`config.mk`:
```
export PLATFORM = sky130hd
export DESIGN_NAME = fibo_engine_flat
export DESIGN_NICKNAME = d
export VERILOG_FILES = /design/src/rtl/fibo_pkg.sv /design/src/rtl/fibo_if.sv /design/src/rtl/fibo_regfile.sv /design/src/rtl/fibo_engine.sv /design/src/flat_wrapper.sv
export SDC_FILE = /design/constraint.sdc
export NUM_CORES = 1
export LEC_CHECK = 0
export CAP_MARGIN = 20
export CORE_MARGIN = 3
export CORE_UTILIZATION = 54
export CTS_CLUSTER_SIZE = 12
export DETAILED_ROUTE_END_ITERATION = 10
export PLACE_DENSITY_LB_ADDON = 0.3
export SLEW_MARGIN = 10
export SYNTH_ARGS = -nofsm -noshare
export SYNTH_HDL_FRONTEND = slang
export SYNTH_SLANG_ARGS = --single-unit
```
`constraint.sdc`:
```
create_clock -name clk -period 3.5 [get_ports clk]
set_input_delay 0.525 -clock clk [delete_from_list [all_inputs] [get_ports clk]]
set_output_delay 0.525 -clock clk [all_outputs]
set_load 0.01 [all_outputs]
```
`src/rtl/fibo_pkg.sv`:
```
// Shared types for the Fibonacci term engine.
// FSM state encoding and datapath opcodes.
package fibo_pkg;

  typedef enum logic [2:0] {
    IDLE,
    LOAD0,
    LOAD1,
    EMIT,
    CALC,
    DONE
  } state_e;

  typedef enum logic {
    ALU_NOP,
    ALU_ADD
  } alu_op_e;

endpackage

```
`src/rtl/fibo_if.sv`:
```
// Run-request and term-stream bundle for fibo_engine.
// master = requester/consumer, slave = engine.
interface fibo_if #(
  parameter int WIDTH = 4,
  parameter int CNT_W = 4
);

  logic             start;
  logic [CNT_W-1:0] n_in;
  logic [WIDTH-1:0] seed0;
  logic [WIDTH-1:0] seed1;
  logic             busy;
  logic [WIDTH-1:0] term;
  logic [CNT_W-1:0] term_idx;
  logic             term_valid;
  logic             term_ready;
  logic             done;
  logic [WIDTH-1:0] result;
  logic             overflow;
  logic             zero_flag;

  modport master (
    output start, n_in, seed0, seed1, term_ready,
    input  busy, term, term_idx, term_valid,
    input  done, result, overflow, zero_flag
  );

  modport slave (
    input  start, n_in, seed0, seed1, term_ready,
    output busy, term, term_idx, term_valid,
    output done, result, overflow, zero_flag
  );

endinterface

```
`src/rtl/fibo_regfile.sv`:
```
// DEPTH x WIDTH term store: two async reads,
// one sync write, sync clear on reset.
module fibo_regfile #(
  parameter int WIDTH = 4,
  parameter int DEPTH = 4,
  parameter int AW    = $clog2(DEPTH)
) (
  input  logic             clk,
  input  logic             rst,
  input  logic             wrt_en,
  input  logic [AW-1:0]    wr_addr,
  input  logic [WIDTH-1:0] wr_data,
  input  logic [AW-1:0]    rd_addr_a,
  input  logic [AW-1:0]    rd_addr_b,
  output logic [WIDTH-1:0] rd_data_a,
  output logic [WIDTH-1:0] rd_data_b
);

  logic [WIDTH-1:0] mem [DEPTH];

  always_ff @(posedge clk) begin
    if (rst) begin
      for (int i = 0; i < DEPTH; i++) begin
        mem[i] <= '0;
      end
    end else if (wrt_en) begin
      mem[wr_addr] <= wr_data;
    end
  end

  assign rd_data_a = mem[rd_addr_a];
  assign rd_data_b = mem[rd_addr_b];

endmodule

```
`src/rtl/fibo_engine.sv`:
```
// Streams F(0)..F(n) from two seeds through a
// small circular register file, one term per handshake.
module fibo_engine
  import fibo_pkg::*;
#(
  parameter int WIDTH = 4,
  parameter int DEPTH = 4,
  parameter int CNT_W = 4
) (
  input logic clk,
  input logic rst,
  fibo_if.slave bus
);

  localparam int AW = $clog2(DEPTH);
  localparam logic [CNT_W:0] TWO = 2;

  state_e           state;
  state_e           state_nx;
  alu_op_e          alu_op;
  logic [CNT_W-1:0] idx;
  logic [CNT_W-1:0] n_q;
  logic [WIDTH-1:0] seed0_q;
  logic [WIDTH-1:0] seed1_q;
  logic [WIDTH-1:0] result_q;
  logic             ovf_q;
  logic             zero_q;
  logic [WIDTH-1:0] rd_a;
  logic [WIDTH-1:0] rd_b;
  logic [WIDTH-1:0] wr_data;
  logic [AW-1:0]    wr_addr;
  logic             wrt_en;
  logic [WIDTH:0]   sum;
  logic             hs;
  logic             last;
  logic             calc_wr;

  assign hs      = (state == EMIT) && bus.term_ready;
  assign last    = (idx == n_q);
  // Slots for idx+2 beyond n are never read, so skip the write.
  assign calc_wr = ({1'b0, idx} + TWO) <= {1'b0, n_q};

  fibo_regfile #(
    .WIDTH(WIDTH),
    .DEPTH(DEPTH)
  ) u_rf (
    .clk      (clk),
    .rst      (rst),
    .wrt_en   (wrt_en),
    .wr_addr  (wr_addr),
    .wr_data  (wr_data),
    .rd_addr_a(AW'(idx)),
    .rd_addr_b(AW'(idx) + AW'(1)),
    .rd_data_a(rd_a),
    .rd_data_b(rd_b)
  );

  always_comb begin
    alu_op = ALU_NOP;
    if (state == CALC && calc_wr) begin
      alu_op = ALU_ADD;
    end
    sum = {1'b0, rd_a};
    if (alu_op == ALU_ADD) begin
      sum = {1'b0, rd_a} + {1'b0, rd_b};
    end
  end

  always_comb begin
    wrt_en  = 1'b0;
    wr_addr = '0;
    wr_data = sum[WIDTH-1:0];
    unique case (1'b1)
      state == LOAD0: begin
        wrt_en  = 1'b1;
        wr_data = seed0_q;
      end
      state == LOAD1: begin
        wrt_en  = 1'b1;
        wr_addr = AW'(1);
        wr_data = seed1_q;
      end
      alu_op == ALU_ADD: begin
        wrt_en  = 1'b1;
        wr_addr = AW'(idx) + AW'(2);
      end
      default: ;
    endcase
  end

  always_comb begin
    state_nx = state;
    unique case (state)
      IDLE:  if (bus.start) state_nx = LOAD0;
      LOAD0: state_nx = LOAD1;
      LOAD1: state_nx = EMIT;
      EMIT:  if (bus.term_ready) state_nx = last ? DONE : CALC;
      CALC:  state_nx = EMIT;
      DONE:  state_nx = IDLE;
      default: state_nx = IDLE;
    endcase
  end

  always_ff @(posedge clk) begin
    if (rst) begin
      state    <= IDLE;
      idx      <= '0;
      n_q      <= '0;
      seed0_q  <= '0;
      seed1_q  <= '0;
      result_q <= '0;
      ovf_q    <= 1'b0;
      zero_q   <= 1'b1;
    end else begin
      state <= state_nx;
      if (state == IDLE && bus.start) begin
        n_q     <= bus.n_in;
        seed0_q <= bus.seed0;
        seed1_q <= bus.seed1;
        idx     <= '0;
        ovf_q   <= 1'b0;
      end
      if (alu_op == ALU_ADD && sum[WIDTH]) begin
        ovf_q <= 1'b1;
      end
      if (state == CALC) begin
        idx <= idx + 1'b1;
      end
      if (hs) begin
        result_q <= rd_a;
        zero_q   <= (rd_a == '0);
      end
    end
  end

  assign bus.busy       = (state != IDLE);
  assign bus.term       = rd_a;
  assign bus.term_idx   = idx;
  assign bus.term_valid = (state == EMIT);
  assign bus.done       = (state == DONE);
  assign bus.result     = result_q;
  assign bus.overflow   = ovf_q;
  assign bus.zero_flag  = zero_q;

endmodule

```
`src/flat_wrapper.sv`:
```
// flat-port wrapper written by rule: the top's interface ports become plain ports
module fibo_engine_flat import fibo_pkg::*;
#(
  parameter int WIDTH = 4,
  parameter int DEPTH = 4,
  parameter int CNT_W = 4
)
  (clk, rst, bus_start, bus_n_in, bus_seed0, bus_seed1, bus_term_ready, bus_busy, bus_term, bus_term_idx, bus_term_valid, bus_done, bus_result, bus_overflow, bus_zero_flag);
  fibo_if #(.WIDTH(WIDTH), .CNT_W(CNT_W)) bus_i ();
  input logic clk;
  input logic rst;
  input wire logic [$bits(bus_i.start)-1:0] bus_start;
  input wire logic [$bits(bus_i.n_in)-1:0] bus_n_in;
  input wire logic [$bits(bus_i.seed0)-1:0] bus_seed0;
  input wire logic [$bits(bus_i.seed1)-1:0] bus_seed1;
  input wire logic [$bits(bus_i.term_ready)-1:0] bus_term_ready;
  output wire logic [$bits(bus_i.busy)-1:0] bus_busy;
  output wire logic [$bits(bus_i.term)-1:0] bus_term;
  output wire logic [$bits(bus_i.term_idx)-1:0] bus_term_idx;
  output wire logic [$bits(bus_i.term_valid)-1:0] bus_term_valid;
  output wire logic [$bits(bus_i.done)-1:0] bus_done;
  output wire logic [$bits(bus_i.result)-1:0] bus_result;
  output wire logic [$bits(bus_i.overflow)-1:0] bus_overflow;
  output wire logic [$bits(bus_i.zero_flag)-1:0] bus_zero_flag;
  assign bus_i.start = bus_start;
  assign bus_i.n_in = bus_n_in;
  assign bus_i.seed0 = bus_seed0;
  assign bus_i.seed1 = bus_seed1;
  assign bus_i.term_ready = bus_term_ready;
  assign bus_busy = bus_i.busy;
  assign bus_term = bus_i.term;
  assign bus_term_idx = bus_i.term_idx;
  assign bus_term_valid = bus_i.term_valid;
  assign bus_done = bus_i.done;
  assign bus_result = bus_i.result;
  assign bus_overflow = bus_i.overflow;
  assign bus_zero_flag = bus_i.zero_flag;
  fibo_engine #(.WIDTH(WIDTH), .DEPTH(DEPTH), .CNT_W(CNT_W)) u_core (.clk(clk), .rst(rst), .bus(bus_i));
endmodule
```
# Word-level counts from Yosys, hierarchy flattened
# Memories as Yosys holds them, arrays and structs flattened. A register that Yosys moved wholly into a read port is not among the register bits.
# Cells that the tools add are included.
[totals]
regBits = 25
latchBits = 0
ramBits = 16
rom_bits = 0
inputBits = 16
out_inout_bits = 17
word_cells = 59
mem_count = 1
[memory_table]
columns = ["name", "words", "width", "rd", "rd_clocked_by_memory_dff", "wr", "line_no", "text"]
rows = [
  ["u_core.u_rf.mem", 4, 4, 2, 1, 4, "fibo_regfile.sv:19", "logic [WIDTH-1:0] mem [DEPTH];"],
]
[classes]
add_sub_neg = 5
multipliers = 0
div = 0
n_lt_le_gt_ge = 1
eq_ne = 8
shift = 0
n_mux = 23
n_bitwise = 0
reduce_logical = 13
[op_table]
columns = ["cell", "n"]
rows = [
  ["two-way mux 4 bit", 3],
  ["case mux 3 bit (4 select lines)", 1],
  ["two-way mux 1 bit", 11],
  ["case mux 4 bit (2 select lines)", 1],
  ["equality test 3 x 2 -> 1 bit, second input constant", 2],
  ["equality test 3 bit, second input constant", 2],
  ["two-way mux 2 bit", 3],
  ["two-way mux 3 bit", 2],
  ["adder 4 x 2 -> 5 bit, second input constant", 1],
  ["adder 4 x 4 -> 5 bit", 1],
  ["<= comparator 5 x 4 -> 1 bit", 1],
  ["two-way mux 5 bit", 1],
  ["adder 4 x 1 -> 4 bit, second input constant", 1],
  ["equality test 4 bit", 1],
  ["logical AND 1 bit", 4],
  ["zero test 4 bit", 1],
  ["!= test 2 bit, second input constant", 2],
  ["case mux 2 bit (2 select lines)", 1],
  ["nonzero test 2 bit", 2],
  ["OR reduction 4 bit", 1],
  ["equality test 3 x 1 -> 1 bit, second input constant", 1],
  ["zero test 3 bit", 1],
  ["nonzero test 3 bit", 1],
  ["OR reduction 3 bit", 1],
  ["4 further kinds", 4],
]

# Logic depth before layout (Yosys ltp)
# Gate-level depths: netlist of run 1.
[logic_depth]
word_depth = 11
mapped_depth = 8
mapped_depth_nobuf = 8

# Hierarchy
# From an unflattened synthesis of run 1, not the netlist that was laid out.
[unflattened]
cells_unflattened = 236
area_unflattened_um2 = 2393.5
[by_module_without_submodules]
columns = ["mod", "instances", "cells_each", "area_per_inst_um2", "seq_area_each_um2"]
rows = [
  ["fibo_engine", 1, 185, 1512.7, 500.5],
  ["fibo_regfile", 1, 51, 880.8, 480.5],
]

# Worst setup path after synthesis of run 1
# No wires, ideal clock.
[synth_timing]
kind = "reg-to-reg"
start = "register u_core.idx[1], in the netlist u_core.bus.term_idx[1]"
end = "memory u_core.u_rf.mem[1][2], data pin"
setup_time_ps = 272
arrival_time_ps = 2434
required_time_ps = 3228
setup_slack_ps = 794
path_stages_with_launch = 8
n_path_buf = 0
synth_period_minus_slack_ps = 2706
path_cell_list = "dfxtp_1 ha_1 mux4_2 ha_1 fa_1 xor2_1 a31oi_1 a211oi_1"
[synth_lines]
columns = ["element", "line_no", "text"]
rows = [
  ["start, declared", "fibo_engine.sv:21", "logic [CNT_W-1:0] idx;"],
  ["start signal, assigned", "fibo_engine.sv:127", "idx <= idx + 1'b1;"],
  ["end, declared", "fibo_regfile.sv:19", ""],
]

==> results.py, run 1 <==
metrics = {
    "global_routing": {
        "grt_overflow_total": 0,
        "grt_antenna_before_repair": 0,
        "grt_max_degree": 15,
        "grt_pass1_wl_mm": 9.79,
        "grtUsageTotal": 0.249,
        "grt_pass1_vias": 1908,
    },
    "worst_setup_path": {
        "critPathBufInv": 0,
        "worstSetupStartpointType": "flop",
        "end_kind": "flop",
        "required_ns": 3.54,
        "r2r_setup_slack_ns": 0.63,
        "cp_common_cell": "ha_1",
        "crit_chain": "ha_1, mux4_2, ha_1, fa_1, xor2_1, a31oi_1, a211oi_1",
        "crit_fanout": 9,
        "path_depth": 7,
        "arrival_ns": 2.92,
        "reg2reg_depth": 7,
        "cp_slowest_stage_delay_ns": 0.53,
        "path_delay_family": "adder cells",
        "cp_slowest_cell": "mux4_2",
        "critPathKind": "flop to flop",
    },
    "cts": {
        "cts_resized": 0,
        "clock_path_buffers": 2,
        "clkSinkCount": 43,
        "clock_tree.htree_level_count": 2,
        "cts_setup_buffers": 0,
        "clkLatencyLatePin_ns": 0.30,
        "hold_buffers": 0,
        "cts_buffers": 5,
        "clk_pin_slew_ns": 0.08,
        "tritoncts": "built",
        "cts-root-buf": "clkbuf_8",
    },
    "synth": {
        "synth_xor_area_frac": 0.0231,
        "syn_area_sq_um": 2270,
        "synth_edf_count": 16,
        "ys_warn_count": 0,
        "synthesis.nets": 272,
        "ys_ff_latch": 43,
        "yosys.area.top_type": "dfxtp_1",
        "ys_seq_area_frac": 0.449,
        "syn_area_per_cell_sq_um": 9.28,
        "yosys.area_share.simple": 0.193,
        "synth_ff_type": "dfxtp_1",
        "syn_inst": 245,
        "synth_compound_area_frac": 0.152,
        "synthMuxAreaShare": 0.0809,
        "synthAdderAreaFrac": 0.0638,
        "synth_area_leaders": "dfxtp_1 24%, edfxtp_1 21%, a21oi_1 7.7%, nand2_1 7.1%, mux4_2 6.9%",
        "synthArstFlopShare": 0,
        "synth_top_family_by_area": "simple AND/OR/NAND/NOR gates",
        "ys_types": 42,
        "synth_top_area_frac": 0.238,
    },
    "hold_path": {
        "whs_path_depth": 2,
        "min_path_type": "flop to flop",
    },
    "placed_design": {
        "io_buffers": 32,
        "gp_congestion": 0.971,
        "dpl.hpwl_mm": 4.21,
        "place_inst": 319,
    },
    "floorplanning": {
        "initial_core_util": 0.590,
        "die_y_um": 70.9,
        "core_region_area_sq_um": 3850,
        "rows": 22,
        "ioPinCount": 33,
        "die_x_um": 70.9,
        "die_area_sq_um": 5020,
    },
    "detailed_routing": {
        "dr.pass1.iters": 4,
        "drt_iter0_drc": 242,
        "drc": 0,
        "antenna_left": 0,
        "drt_wl_total_mm": 5.70,
        "vias": 1999,
        "wl_per_cell_um": 17.4,
        "viasPerCell": 6.11,
    },
    "finish": {
        "layout_commonest_cell": "nand2_1",
        "mostFrequentLayoutCells": "43 x nand2_1, 35 x a21oi_1, 32 x clkdlybuf4s50_1",
        "fill_cells": 310,
        "finalNonFillerCells": 327,
        "area_growth_pct": 21.0,
        "antenna_cells": 0,
        "nNetsFinal": 305,
        "drive_gt1_frac": 0.0717,
    },
    "timing": {
        "clock_skew_ns": 0.00564,
        "rsz0062_at_grt": "false",
        "worst_pin_slew_ns": 0.673,
        "slew_headroom": 0.551,
        "fmax_mhz": 348,
        "fin_crit_sh": 0.821,
        "setup_viol": 0,
        "hold_viol_final": 0,
        "timing.hold.ws_ns": 0.456,
        "slew_violations": 0,
        "finalSetupTns_ns": 0,
        "post-route-min-period_ns": 2.87,
    },
    "power": {
        "ir_worst_vdd_v": 0.000249,
        "power_uw": 1170,
        "power.density_nw_per_um2": 424,
        "p_leak_uw": 0.00103,
    },
    "status": {
        "status": "completed",
    },
    "run": {
        "drv_cap": 0,
    },
}
tightest hold or removal path, cell delays in order (launching register included):
cell	delay, ns
dfxtp_1	0.32
nand2_1	0.05
a21oi_1	0.05
per-layer routing:
metal / up-vias / track usage / wire (um)
met1: 943 / 0.350 / 2410
li1: 949 / - / -
met3: 7 / 0.0540 / 573
met2: 100 / 0.388 / 2650
met5: - / 0 / 0
met4: 0 / 0.0710 / 64
cell usage after synthesis, types with 6 or more instances:
cell      instances
dfxtp_1          27
inv_1            10
nor3_1           10
a21oi_1          35
nor2_1           18
o21ai_0           6
mux4_2            7
nand2_1          43
clkbuf_1          7
ha_1             10
nand3_1           8
edfxtp_1         16
state kept, by name, summed over array words and instances, names as in the netlist, named ones only:
register              cells
u_core.n_q                4
u_core.seed1_q            4
u_core.bus.term_idx       4
u_core.u_rf.mem          16
u_core.state              3
u_core.bus.zero_flag      1
u_core.bus.result         4
u_core.bus.overflow       1
u_core.seed0_q            4
report_power, final:
group / internal [uW] / leakage [uW] / switching (uW) / total (uW)
sequential: 548 / 0.000387 / 24.0 / 572
combinational: 92.9 / 0.000586 / 121 / 214
clock: 209 / 0.0000556 / 171 / 380
total: 849 / 0.00103 / 317 / 1170
layout make-up:
class                           instances  area (sq um)  area share
Multi-Input combinational cell        181          1170       0.424
Sequential cell                        43          1020       0.371
Timing Repair Buffer                   37           358       0.130
Clock buffer                            5          68.8      0.0250
Tap cell                               48          60.1      0.0218
Clock inverter                          3          38.8      0.0141
Inverter                               10          37.5      0.0136
worst paths after layout:
| check | end | from |
|---|---|---|
| hold reg to reg | u_core.bus.result[0]$_SDFFE_PP0P_ | u_core.bus.result[0]$_SDFFE_PP0P_ |
| setup / recovery | u_core.u_rf.mem[1][2]$_SDFFCE_PN0P_ | u_core.bus.term_idx[1]$_SDFFE_PP0N_ |
| setup reg to reg | u_core.u_rf.mem[1][2]$_SDFFCE_PN0P_ | u_core.bus.term_idx[1]$_SDFFE_PP0N_ |
| hold / removal | u_core.bus.result[0]$_SDFFE_PP0P_ | u_core.bus.result[0]$_SDFFE_PP0P_ |
stage by stage:
step	utilization	setup slack [ns]	area (sq um)
after floorplan	-	0.794	2270
after global placement	0.686	0.731	2640
after detailed placement	0.686	0.644	2640
after CTS	0.714	0.639	2750
after global routing	0.714	0.437	2750
final	0.714	0.628	2750
logic make-up (layout without fill, tap and decap cells):
kind of cell | after synthesis | in the layout
simple gates | 96 | 96
flops | 43 | 43
buf+inv | 21 | 55
xor+xnor | 6 | 6
mux | 8 | 8
compound gates | 60 | 60
fa+ha+maj | 11 | 11
Note: power is estimated with default switching activity, not from simulation.
==> inputs of run 2 (changes only) <==
clock period = 2.8 ns   (was 3.5 ns; I/O delays follow)
==> results.py, run 2 (synthesis results as in run 1) <==
metrics = {
    "timing": {
        "fin_crit_sh": 0.956,
        "setup_viol": 0,
        "fmax_mhz": 373,
        "worst_pin_slew_ns": 0.631,
        "hold_viol_final": 0,
        "slew_headroom": 0.579,
        "post-route-min-period_ns": 2.68,
        "fin_ws_ns": 0.123,
        "finalSetupTns_ns": 0,
        "rsz0062_at_grt": "false",
        "timing.hold.ws_ns": 0.454,
        "slew_violations": 0,
        "clock_skew_ns": 0.00801,
    },
    "worst_setup_path": {
        "path_delay_family": "adder cells",
        "required_ns": 2.92,
        "crit_fanout": 4,
        "worstSetupStartpointType": "flop",
        "cp_slowest_cell": "mux4_2",
        "cp_slowest_stage_delay_ns": 0.51,
        "critPathKind": "flop to flop",
        "arrival_ns": 2.79,
        "critPathBufInv": 0,
        "end_kind": "flop",
        "crit_chain": "ha_2, mux4_2, ha_1, fa_1, xor2_1, a31oi_2, nor4_1",
    },
    "hold_path": {
        "min_path_type": "flop to flop",
    },
    "placed_design": {
        "io_buffers": 32,
        "gp_congestion": 0.937,
        "dpl.hpwl_mm": 4.06,
        "dp_slack_ns": 0.0992,
    },
    "finish": {
        "final_util": 0.723,
        "multi_input_area_sq_um": 1170,
        "mostFrequentLayoutCells": "43 x nand2_1, 35 x a21oi_1, 32 x clkdlybuf4s50_1",
        "layout_commonest_cell": "nand2_1",
        "nNetsFinal": 311,
        "drive_gt1_frac": 0.0982,
        "fill_cells": 324,
        "largest_reg_flops": 16,
        "antenna_cells": 0,
        "seq_area_sq_um": 1020,
        "area_growth_pct": 22.6,
        "top_register": "u_core.u_rf.mem",
    },
    "power": {
        "ir_worst_vdd_v": 0.000314,
        "p_leak_uw": 0.00105,
        "power.density_nw_per_um2": 498,
    },
    "detailed_routing": {
        "drt_wl_total_mm": 5.46,
        "viasPerCell": 5.95,
        "drc": 0,
        "wl_per_cell_um": 16.4,
        "dr.pass1.iters": 4,
        "antenna_left": 0,
        "vias": 1981,
        "drt_iter0_drc": 249,
    },
    "floorplanning": {
        "ioPinCount": 33,
        "core_region_area_sq_um": 3850,
        "die_y_um": 70.9,
        "initial_core_util": 0.590,
        "die_area_sq_um": 5020,
        "die_x_um": 70.9,
        "rows": 22,
    },
    "cts": {
        "clk_pin_slew_ns": 0.07,
        "hold_buffers": 0,
        "clkSinkCount": 43,
        "cts-root-buf": "clkbuf_8",
        "tritoncts": "built",
        "cts_buffers": 5,
        "clock_tree.htree_level_count": 2,
        "clock_path_buffers": 2,
        "clkLatencyLatePin_ns": 0.30,
    },
    "global_routing": {
        "grt_overflow_total": 0,
        "grt_max_degree": 26,
        "grt_pass1_vias": 1926,
        "grt_antenna_before_repair": 0,
        "grt_pass1_wl_mm": 9.10,
        "grtUsageTotal": 0.231,
    },
    "run": {
        "drv_cap": 0,
    },
    "status": {
        "status": "completed",
    },
}
-- run 2: power breakdown --
group	internal (uW)	total, uW	switching [uW]
Combinational	124	279	155
Clock	199	401	202
Sequential	684	709	24.7
-- run 2: metal layers --
metal  vias up  routed length, um  part of all wire  GRT usage
li1        960                  -                 -          -
met1       916               2220              0.41      0.302
met2        86               2650              0.49      0.368
met3        19                416             0.076     0.0540
met4         0                169             0.031      0.100
met5         -                  0                 0          0
-- run 2: repair_timing --
action / 4_1_cts / 5_1_grt
endpoints found under the setup margin: 0 / 8
buffers inserted: 0 / 0
gates resized for setup: 0 / 3
-- run 2: final cells by class --
class / instances / area share
well taps: 48 / 0.0215
repair buffers: 43 / 0.145
inverters: 10 / 0.0135
multi-input cells: 181 / 0.421
clock buffers: 7 / 0.0310
clock inverters: 1 / 0.00180
flip-flops and latches: 43 / 0.366
-- run 2: worst min-delay path, cell delays in order (launching register included) --
cell	delay, ns
dfxtp_1	0.31
nand2_1	0.05
a21oi_1	0.05
-- run 2: final timing paths --
kind | slack [ns] | start | to | depth (start not counted)
max | 0.12 | u_core.bus.term_idx[1]$_SDFFE_PP0N_ | u_core.u_rf.mem[0][2]$_SDFFCE_PN0P_ | 7
min | 0.45 | u_core.bus.result[2]$_SDFFE_PP0P_ | u_core.bus.result[2]$_SDFFE_PP0P_ | 2
max reg2reg | 0.12 | u_core.bus.term_idx[1]$_SDFFE_PP0N_ | u_core.u_rf.mem[0][2]$_SDFFCE_PN0P_ | 7
min reg2reg | 0.45 | u_core.bus.result[2]$_SDFFE_PP0P_ | u_core.bus.result[2]$_SDFFE_PP0P_ | 2
-- run 2: stage by stage --
step / total power [uW] / cells / cell area (sq um)
after floorplan: 885 / 245 / 2270
after global placement: 984 / 325 / 2690
after detailed placement: 993 / 325 / 2690
after CTS: 1390 / 333 / 2780
after global routing: 1460 / 333 / 2790
final: 1390 / 333 / 2790
==> inputs of run 3 (changes only) <==
SKIP_LAST_GASP = 1   (was default)
==> results of run 3 <==
Final layout, timing and power as in run 2 (identical DEF).
